<file path="config.mk">
export PLATFORM = sky130hd
export DESIGN_NAME = condition_handler
export DESIGN_NICKNAME = d
export VERILOG_FILES = /design/src/rtl/condition_handler_pkg.sv /design/src/rtl/condition_handler_cond_eval.sv /design/src/rtl/condition_handler.sv
export SDC_FILE = /design/constraint.sdc
export NUM_CORES = 1
export LEC_CHECK = 0
export ABC_CLOCK_PERIOD_IN_PS = 2480
export CAP_MARGIN = 20
export CORE_MARGIN = 3
export CORE_UTILIZATION = 45
export DETAILED_ROUTE_END_ITERATION = 8
export PLACE_DENSITY = 0.86
export SLEW_MARGIN = 20
export SYNTH_ARGS = -nofsm -noshare
export SYNTH_HDL_FRONTEND = slang
export SYNTH_SLANG_ARGS = --single-unit
</file>
<file path="constraint.sdc">
create_clock -name Clk -period 2.48 [get_ports Clk]
set_input_delay 0.496 -clock Clk [delete_from_list [all_inputs] [get_ports Clk]]
set_output_delay 0.496 -clock Clk [all_outputs]
set_load 0.02 [all_outputs]
</file>
<file path="src/rtl/condition_handler_pkg.sv">
// Shared definitions for the execute-side condition/status block:
// ARM condition codes, NZCV bit positions and the squash FSM encoding.
package condition_handler_pkg;

    localparam logic [3:0] COND_EQ = 4'b0000;
    localparam logic [3:0] COND_NE = 4'b0001;
    localparam logic [3:0] COND_CS = 4'b0010;
    localparam logic [3:0] COND_CC = 4'b0011;
    localparam logic [3:0] COND_MI = 4'b0100;
    localparam logic [3:0] COND_PL = 4'b0101;
    localparam logic [3:0] COND_VS = 4'b0110;
    localparam logic [3:0] COND_VC = 4'b0111;
    localparam logic [3:0] COND_HI = 4'b1000;
    localparam logic [3:0] COND_LS = 4'b1001;
    localparam logic [3:0] COND_GE = 4'b1010;
    localparam logic [3:0] COND_LT = 4'b1011;
    localparam logic [3:0] COND_GT = 4'b1100;
    localparam logic [3:0] COND_LE = 4'b1101;
    localparam logic [3:0] COND_AL = 4'b1110;
    localparam logic [3:0] COND_NV = 4'b1111;

    localparam int FLAG_N = 3;
    localparam int FLAG_Z = 2;
    localparam int FLAG_C = 1;
    localparam int FLAG_V = 0;

    typedef enum logic {
        ST_RUN    = 1'b0,
        ST_SQUASH = 1'b1
    } state_t;

endpackage

</file>
<file path="src/rtl/condition_handler_cond_eval.sv">
// Pure combinational evaluation of a 4-bit ARM condition field against NZCV.
module cond_eval
    import condition_handler_pkg::*;
(
    input  logic [3:0] cond,
    input  logic [3:0] nzcv,
    output logic       pass
);

    logic n, z, c, v;

    assign n = nzcv[FLAG_N];
    assign z = nzcv[FLAG_Z];
    assign c = nzcv[FLAG_C];
    assign v = nzcv[FLAG_V];

    always_comb begin
        pass = 1'b0;
        case (cond)
            COND_EQ: pass = z;
            COND_NE: pass = !z;
            COND_CS: pass = c;
            COND_CC: pass = !c;
            COND_MI: pass = n;
            COND_PL: pass = !n;
            COND_VS: pass = v;
            COND_VC: pass = !v;
            COND_HI: pass = c && !z;
            COND_LS: pass = !c || z;
            COND_GE: pass = (n == v);
            COND_LT: pass = (n != v);
            COND_GT: pass = !z && (n == v);
            COND_LE: pass = z || (n != v);
            COND_AL: pass = 1'b1;
            COND_NV: pass = 1'b0;
            default: pass = 1'b0;
        endcase
    end

endmodule

</file>
<file path="src/rtl/condition_handler.sv">
// NZCV status register, EX-to-ID flag bypass, branch/link/NOP control and a
// one-cycle wrong-path squash after each taken branch, with a taken counter.
module condition_handler
    import condition_handler_pkg::*;
#(
    parameter logic [3:0] FLAGS_RST = 4'b0000,
    parameter int         CNT_W     = 16
) (
    input  logic             Clk,
    input  logic             Clr,
    input  logic [3:0]       ID_cond,
    input  logic             ID_B_instr,
    input  logic             ID_BL_instr,
    input  logic             EX_S,
    input  logic             ALU_N,
    input  logic             ALU_Z,
    input  logic             ALU_C,
    input  logic             ALU_V,
    output logic [3:0]       flags,
    output logic             C_in,
    output logic             cond_true,
    output logic             branch_taken,
    output logic             link_en,
    output logic             nop_sel,
    output logic             squash,
    output logic [CNT_W-1:0] taken_cnt
);

    state_t           state_reg;
    logic [3:0]       flags_reg;
    logic [CNT_W-1:0] taken_cnt_reg;
    logic [3:0]       alu_flags;
    logic [3:0]       eff_flags;
    logic             cond_pass;

    assign alu_flags = {ALU_N, ALU_Z, ALU_C, ALU_V};

    // A flag-setting instruction in EX is seen by the ID instruction right behind it.
    assign eff_flags = EX_S ? alu_flags : flags_reg;

    cond_eval u_cond_eval (
        .cond (ID_cond),
        .nzcv (eff_flags),
        .pass (cond_pass)
    );

    assign cond_true    = (state_reg == ST_RUN) && cond_pass;
    assign branch_taken = ID_B_instr && cond_true;
    assign link_en      = ID_BL_instr && cond_true;
    assign nop_sel      = !cond_true;
    assign squash       = (state_reg == ST_SQUASH);
    assign flags        = flags_reg;
    assign C_in         = flags_reg[FLAG_C];
    assign taken_cnt    = taken_cnt_reg;

    always_ff @(posedge Clk or negedge Clr) begin
        if (!Clr) begin
            state_reg     <= ST_RUN;
            flags_reg     <= FLAGS_RST;
            taken_cnt_reg <= '0;
        end else begin
            if (EX_S) begin
                flags_reg <= alu_flags;
            end

            if (branch_taken && (taken_cnt_reg != {CNT_W{1'b1}})) begin
                taken_cnt_reg <= taken_cnt_reg + 1'b1;
            end

            case (state_reg)
                ST_RUN: begin
                    if (branch_taken) begin
                        state_reg <= ST_SQUASH;
                    end
                end
                ST_SQUASH: state_reg <= ST_RUN;
                default:   state_reg <= ST_RUN;
            endcase
        end
    end

endmodule
</file>
After elaboration in Yosys (flattened, before gate mapping)
Cells that the tools add are included.

storage, ports and cells
  bits in registers = 21
  input bits = 13
  logic and storage cells = 41

cells by class
  add/sub/neg operators = 1
  eq/ne operators = 18
  mux-type cells = 4
  bitwise operators = 1
  reduce and logical (&&, ||, !) cells = 14

operators by type and width
  cell                                                              count
  4-bit == test (second input constant)                             8
  16-bit by 1-bit adder with 16-bit output (second input constant)  1
  4-bit by 3-bit == test with 1-bit output (second input constant)  4
  16-bit != test (second input constant)                            1
  1-bit case mux with 16 select lines                               1
  4-bit by 2-bit == test with 1-bit output (second input constant)  2
  1-bit logical AND                                                 6
  1-bit logical NOT                                                 5
  4-bit by 1-bit == test with 1-bit output (second input constant)  1
  4-bit logical NOT                                                 1
  4-bit 2-to-1 mux                                                  1
  1-bit logical OR                                                  2
  1-bit case mux with 2 select lines                                1
  1-bit == test                                                     1
  1-bit 2-to-1 mux                                                  1
  1-bit != test                                                     1
  1-bit inverter                                                    1

Longest topological paths before layout
  depth after elaboration = 8
  depth in mapped cells = 8
  depth with buffers taken out = 7

Modules after synthesis
Synthesis repeated with hierarchy kept, for this count alone.

unflattened totals
  cells, all modules = 113
  area, all modules = 1186.1 µm²

modules (own cells, without submodules)
  module             instances  cells an instance  area each (µm²)  sequential area each (µm²)
  condition_handler  1          90                 1031.0           525.5
  cond_eval          1          23                 155.1            0.0

Worst setup path after synthesis
OpenSTA, ideal clock, no wires.

  path type = input port to output port
  from = input ID_cond[1]
  to = output link_en
  arrival time = 2.344 ns
  data required time = 1.984 ns
  setup slack = -0.360 ns
  cell stages on the path = 7
  path buffers = 1
  cell sequence = clkbuf_1 > xor2_1 > a221oi_2 > xor2_1 > a21oi_2 > nor3_1 > and2_1

between the ends
  word-level cells in the longest chain between the ends = 4
  elaborated cells between the ends (all ways) = 19
  classes of those cells = 15 x eq/ne; 1 x mux; 3 x reduce/logical

RTL lines
  what                                     line                               text
  start: declaration                       condition_handler.sv:11            input logic [3:0] ID_cond,
  4-bit == test (tied with other cells)    condition_handler_cond_eval.sv:19  case (cond)
  1-bit case mux with 16 select lines (*)  condition_handler_cond_eval.sv:19
  1-bit logical AND (*)                    condition_handler.sv:47            assign cond_true = (state_reg == ST_RUN) && cond_pass;
  named net cond_true                      condition_handler.sv:21            output logic cond_true,
  1-bit logical AND (*)                    condition_handler.sv:49            assign link_en = ID_BL_instr && cond_true;
  end: declaration                         condition_handler.sv:23            output logic link_en,

Mark *: on every way through the listed nets, which the timed path passes. The rest lies on a longest branch.

Worst setup path after layout
  from = register flags_reg[2], in the netlist flags[2]
  to = output link_en

between the ends
  word-level cells in the longest chain between the ends = 6
  elaborated cells between the ends (all ways) = 9
  classes of those cells = 2 x mux; 7 x reduce/logical

RTL lines
  what                                         line                                                                                                     text
  start: declaration                           condition_handler.sv:30                                                                                  logic [3:0] flags_reg;
  start signal: assignment                     condition_handler.sv:63                                                                                  flags_reg <= alu_flags;
  4-bit 2-to-1 mux (*)                         n/a
  named net eff_flags[2]                       condition_handler.sv:33                                                                                  logic [3:0] eff_flags;
  1-bit logical NOT                            condition_handler_cond_eval.sv:21, condition_handler_cond_eval.sv:28, condition_handler_cond_eval.sv:32
  1-bit logical AND, on equally long branches  condition_handler_cond_eval.sv:32, condition_handler_cond_eval.sv:28
  1-bit case mux with 16 select lines (*)      condition_handler_cond_eval.sv:19
  1-bit logical AND (*)                        condition_handler.sv:47
  1-bit logical AND (*)                        condition_handler.sv:49

Marks and branches as above.

==> results.toml <==
[outcome]
status = "complete, but fails checks"
violations = "negative setup slack"

[drt]
via_count = 1089
drc = 0
avgViaCountPerCell = 5.50
drtPass1Iterations = 4
post_drt_wl_per_cell_microns = 14.7
drtIter0Drc = 29
postRouteAntennaNets = 0
wl_microns = 2920

[synth]
synth_cell_types = 32
syn_inst = 114
netlist_area_sq_um = 1180
ys_seq_area_frac = 0.446
synth_nets = 128
ys_ff_latch = 21
synth.avg_cell_area_sq_um = 10.3
ys_warn_count = 0

[floorplanning]
die_y_microns = 57.2
start_util = 0.504
ios = 39
core_area_sq_um = 2340
die_width_microns = 57.2
row_count = 17
die_area_sq_um = 3270

[clock_tree]
tritoncts = "yes"
cts_sinks = 21
clk_latency_ns = 0.31
postCtsHoldBufs = 0
cts_htree_levels = 1
cts_root_buffer = "clkbuf_4"
cts_buffers = 3
clk_pin_slew_ns = 0.12
cts_buffer_depth = 2

[sta]
skew_ns = 0.00511
slew-limit-headroom = 0.759
final_max_slew_viol_count = 0
finalCritPeriodShare = 1.03
worst-slew-pin-transition_ns = 0.356
fin_ws_ns = -0.0674
rsz0062_at_grt = "yes"
clock.fmax_mhz = 393
finalSetupTns_ns = -0.0683
post-route-min-period_ns = 2.55
whs_ns = 0.509
hold_viol_final = 0
timing.final.setup_violations = 2

[final_layout]
drive_above_1_share = 0.282
final.fill_count = 176
largest_register_ffs = 16
multi_input_area_sq_um = 691
nets = 185
diodes = 0
seq_area_sq_um = 526
layout_commonest_cell = "clkdlybuf4s50_1"
syn2layout_area_growth_pct = 53.7
most-common-layout-cells = "clkdlybuf4s50_1 (27), dfrtp_1 (21), xor2_1 (16)"

[global_route]
grt_pass1_wl_microns = 5140
antenna_found_initial = 0
track_usage = 0.198
grt_pass1_vias = 1126
grt_max_degree = 22
grt-ovfl-total = 0

[power_and_ir_drop]
p_per_area_nw_per_um2 = 600
leakage_nw = 0.832
power_w = 0.00109
vdd_ir_drop_max_v = 0.000656

[placement]
place.port_buffers = 38
pre_cts_slack_ns = -1.06
hpwl_microns = 2250
gp_congestion = 0.835

[worst_hold_path]
whs_path_depth = 1
holdCritPathClass = "flip-flop to flip-flop"

[critical_path]
end_kind = "output port"
startpoint_type = "flip-flop"
crit_type = "flip-flop to output port"
critical_path_required_ns = 1.98
arrival_ns = 2.05
rr_worst_depth = 8
path_max_fanout = 3

[flow_run]
drv_cap = 0
-- report_power, final --
group	switching, W	total [W]	leakage (nW)	internal [W]
Clock	0.000107	0.000167	0.0177	0.0000603
Combinational	0.000225	0.000464	0.540	0.000240
Sequential	0.0000630	0.000455	0.274	0.000392
-- synth_stat cells --
cell      number  area [sq um]
mux2_2         4          45.0
nand2_1        9          33.8
nand2b_1       1          6.26
nor3b_1        1          7.51
ha_1           1          12.5
or3_4          1          11.3
o22ai_1        1          6.26
nor2_1         4          15.0
nor2b_1        1          6.26
mux2_4         3          45.0
a21oi_1        2          10.0
nor4b_1        3          26.3
nor3_1        11          55.1
xnor2_1        3          26.3
and3_1         3          18.8
buf_2          1          5.00
dfrtp_1       21           526
nor4_1         3          18.8
or2_2          2          12.5
nor4_2         1          12.5
inv_1          2          7.51
and2_1         2          12.5
a21oi_2        1          8.76
nand3_1        8          40.0
xor2_1        16           140
clkbuf_1       2          7.51
buf_4          1          7.51
mux2i_1        2          20.0
or4_1          1          7.51
or3_1          1          6.26
nand4_1        1          6.26
a221oi_2       1          15.0
-- metal layers --
| metal | track usage | up-vias | part of all wire |
|---|---|---|---|
| li1 | - | 512 | - |
| met1 | 0.249 | 538 | 0.41 |
| met2 | 0.349 | 37 | 0.53 |
| met3 | 0.0385 | 2 | 0.057 |
| met4 | 0.0497 | 0 | 0.0045 |
| met5 | 0 | - | 0 |
-- critical path, cell delays in order (launching register included) --
cell and delay [ns]:
dfrtp_1 0.40, mux2_4 0.30, a221oi_4 0.28, xor2_1 0.22, a21oi_2 0.11, nor3_4 0.15, and2_4 0.17, buf_6 0.11
-- metrics by stage --
step	util	std cells	area (sq um)
2_1_floorplan	-	114	1190
3_3_place_gp	0.733	193	1720
3_5_place_dp	0.733	193	1720
4_1_cts	0.761	198	1780
5_1_grt	0.774	198	1810
6_report	0.774	198	1810
-- layout make-up --
type	instances	share of cell area
multi-input combinational	87	0.381
tap	28	0.0193
clock buffer	3	0.0124
timing repair buffer	56	0.290
sequential	21	0.290
inverter	2	0.00414
clock inverter	1	0.00276
-- cell families (layout without fill, tap and decap cells) --
| family | Yosys count | in the layout | share of synthesized area |
|---|---|---|---|
| multiplexers | 9 | 9 | 0.0934 |
| XOR/XNOR | 19 | 19 | 0.141 |
| buffers and inverters | 6 | 62 | 0.0234 |
| adder cells (fa/ha/maj) | 1 | 1 | 0.0106 |
| flip-flops | 21 | 21 | 0.446 |
| AO/OA/AOI/OAI | 5 | 5 | 0.0340 |
| AND/OR/NAND/NOR | 53 | 53 | 0.252 |
-- path summary, 6_finish.rpt --
path	start	to	slack, ns
worst max-delay path	flags[2]	link_en	-0.07
worst min-delay path	taken_cnt[6]	taken_cnt[6]	0.51
worst max register to register	flags[2]	taken_cnt[1]	0.07
min in group asynchronous	Clr	flags[3]	0.53
worst min register to register	taken_cnt[6]	taken_cnt[6]	0.51
max in group asynchronous	Clr	taken_cnt[9]	1.73
-- repair_timing --
item	CTS	global route
gates resized for setup	41	10
setup endpoints to repair	20	8
buffers inserted	1	0
pin swaps	10	3
hold endpoints to repair	0	0
No activity file was read; power rests on OpenSTA's default activity.
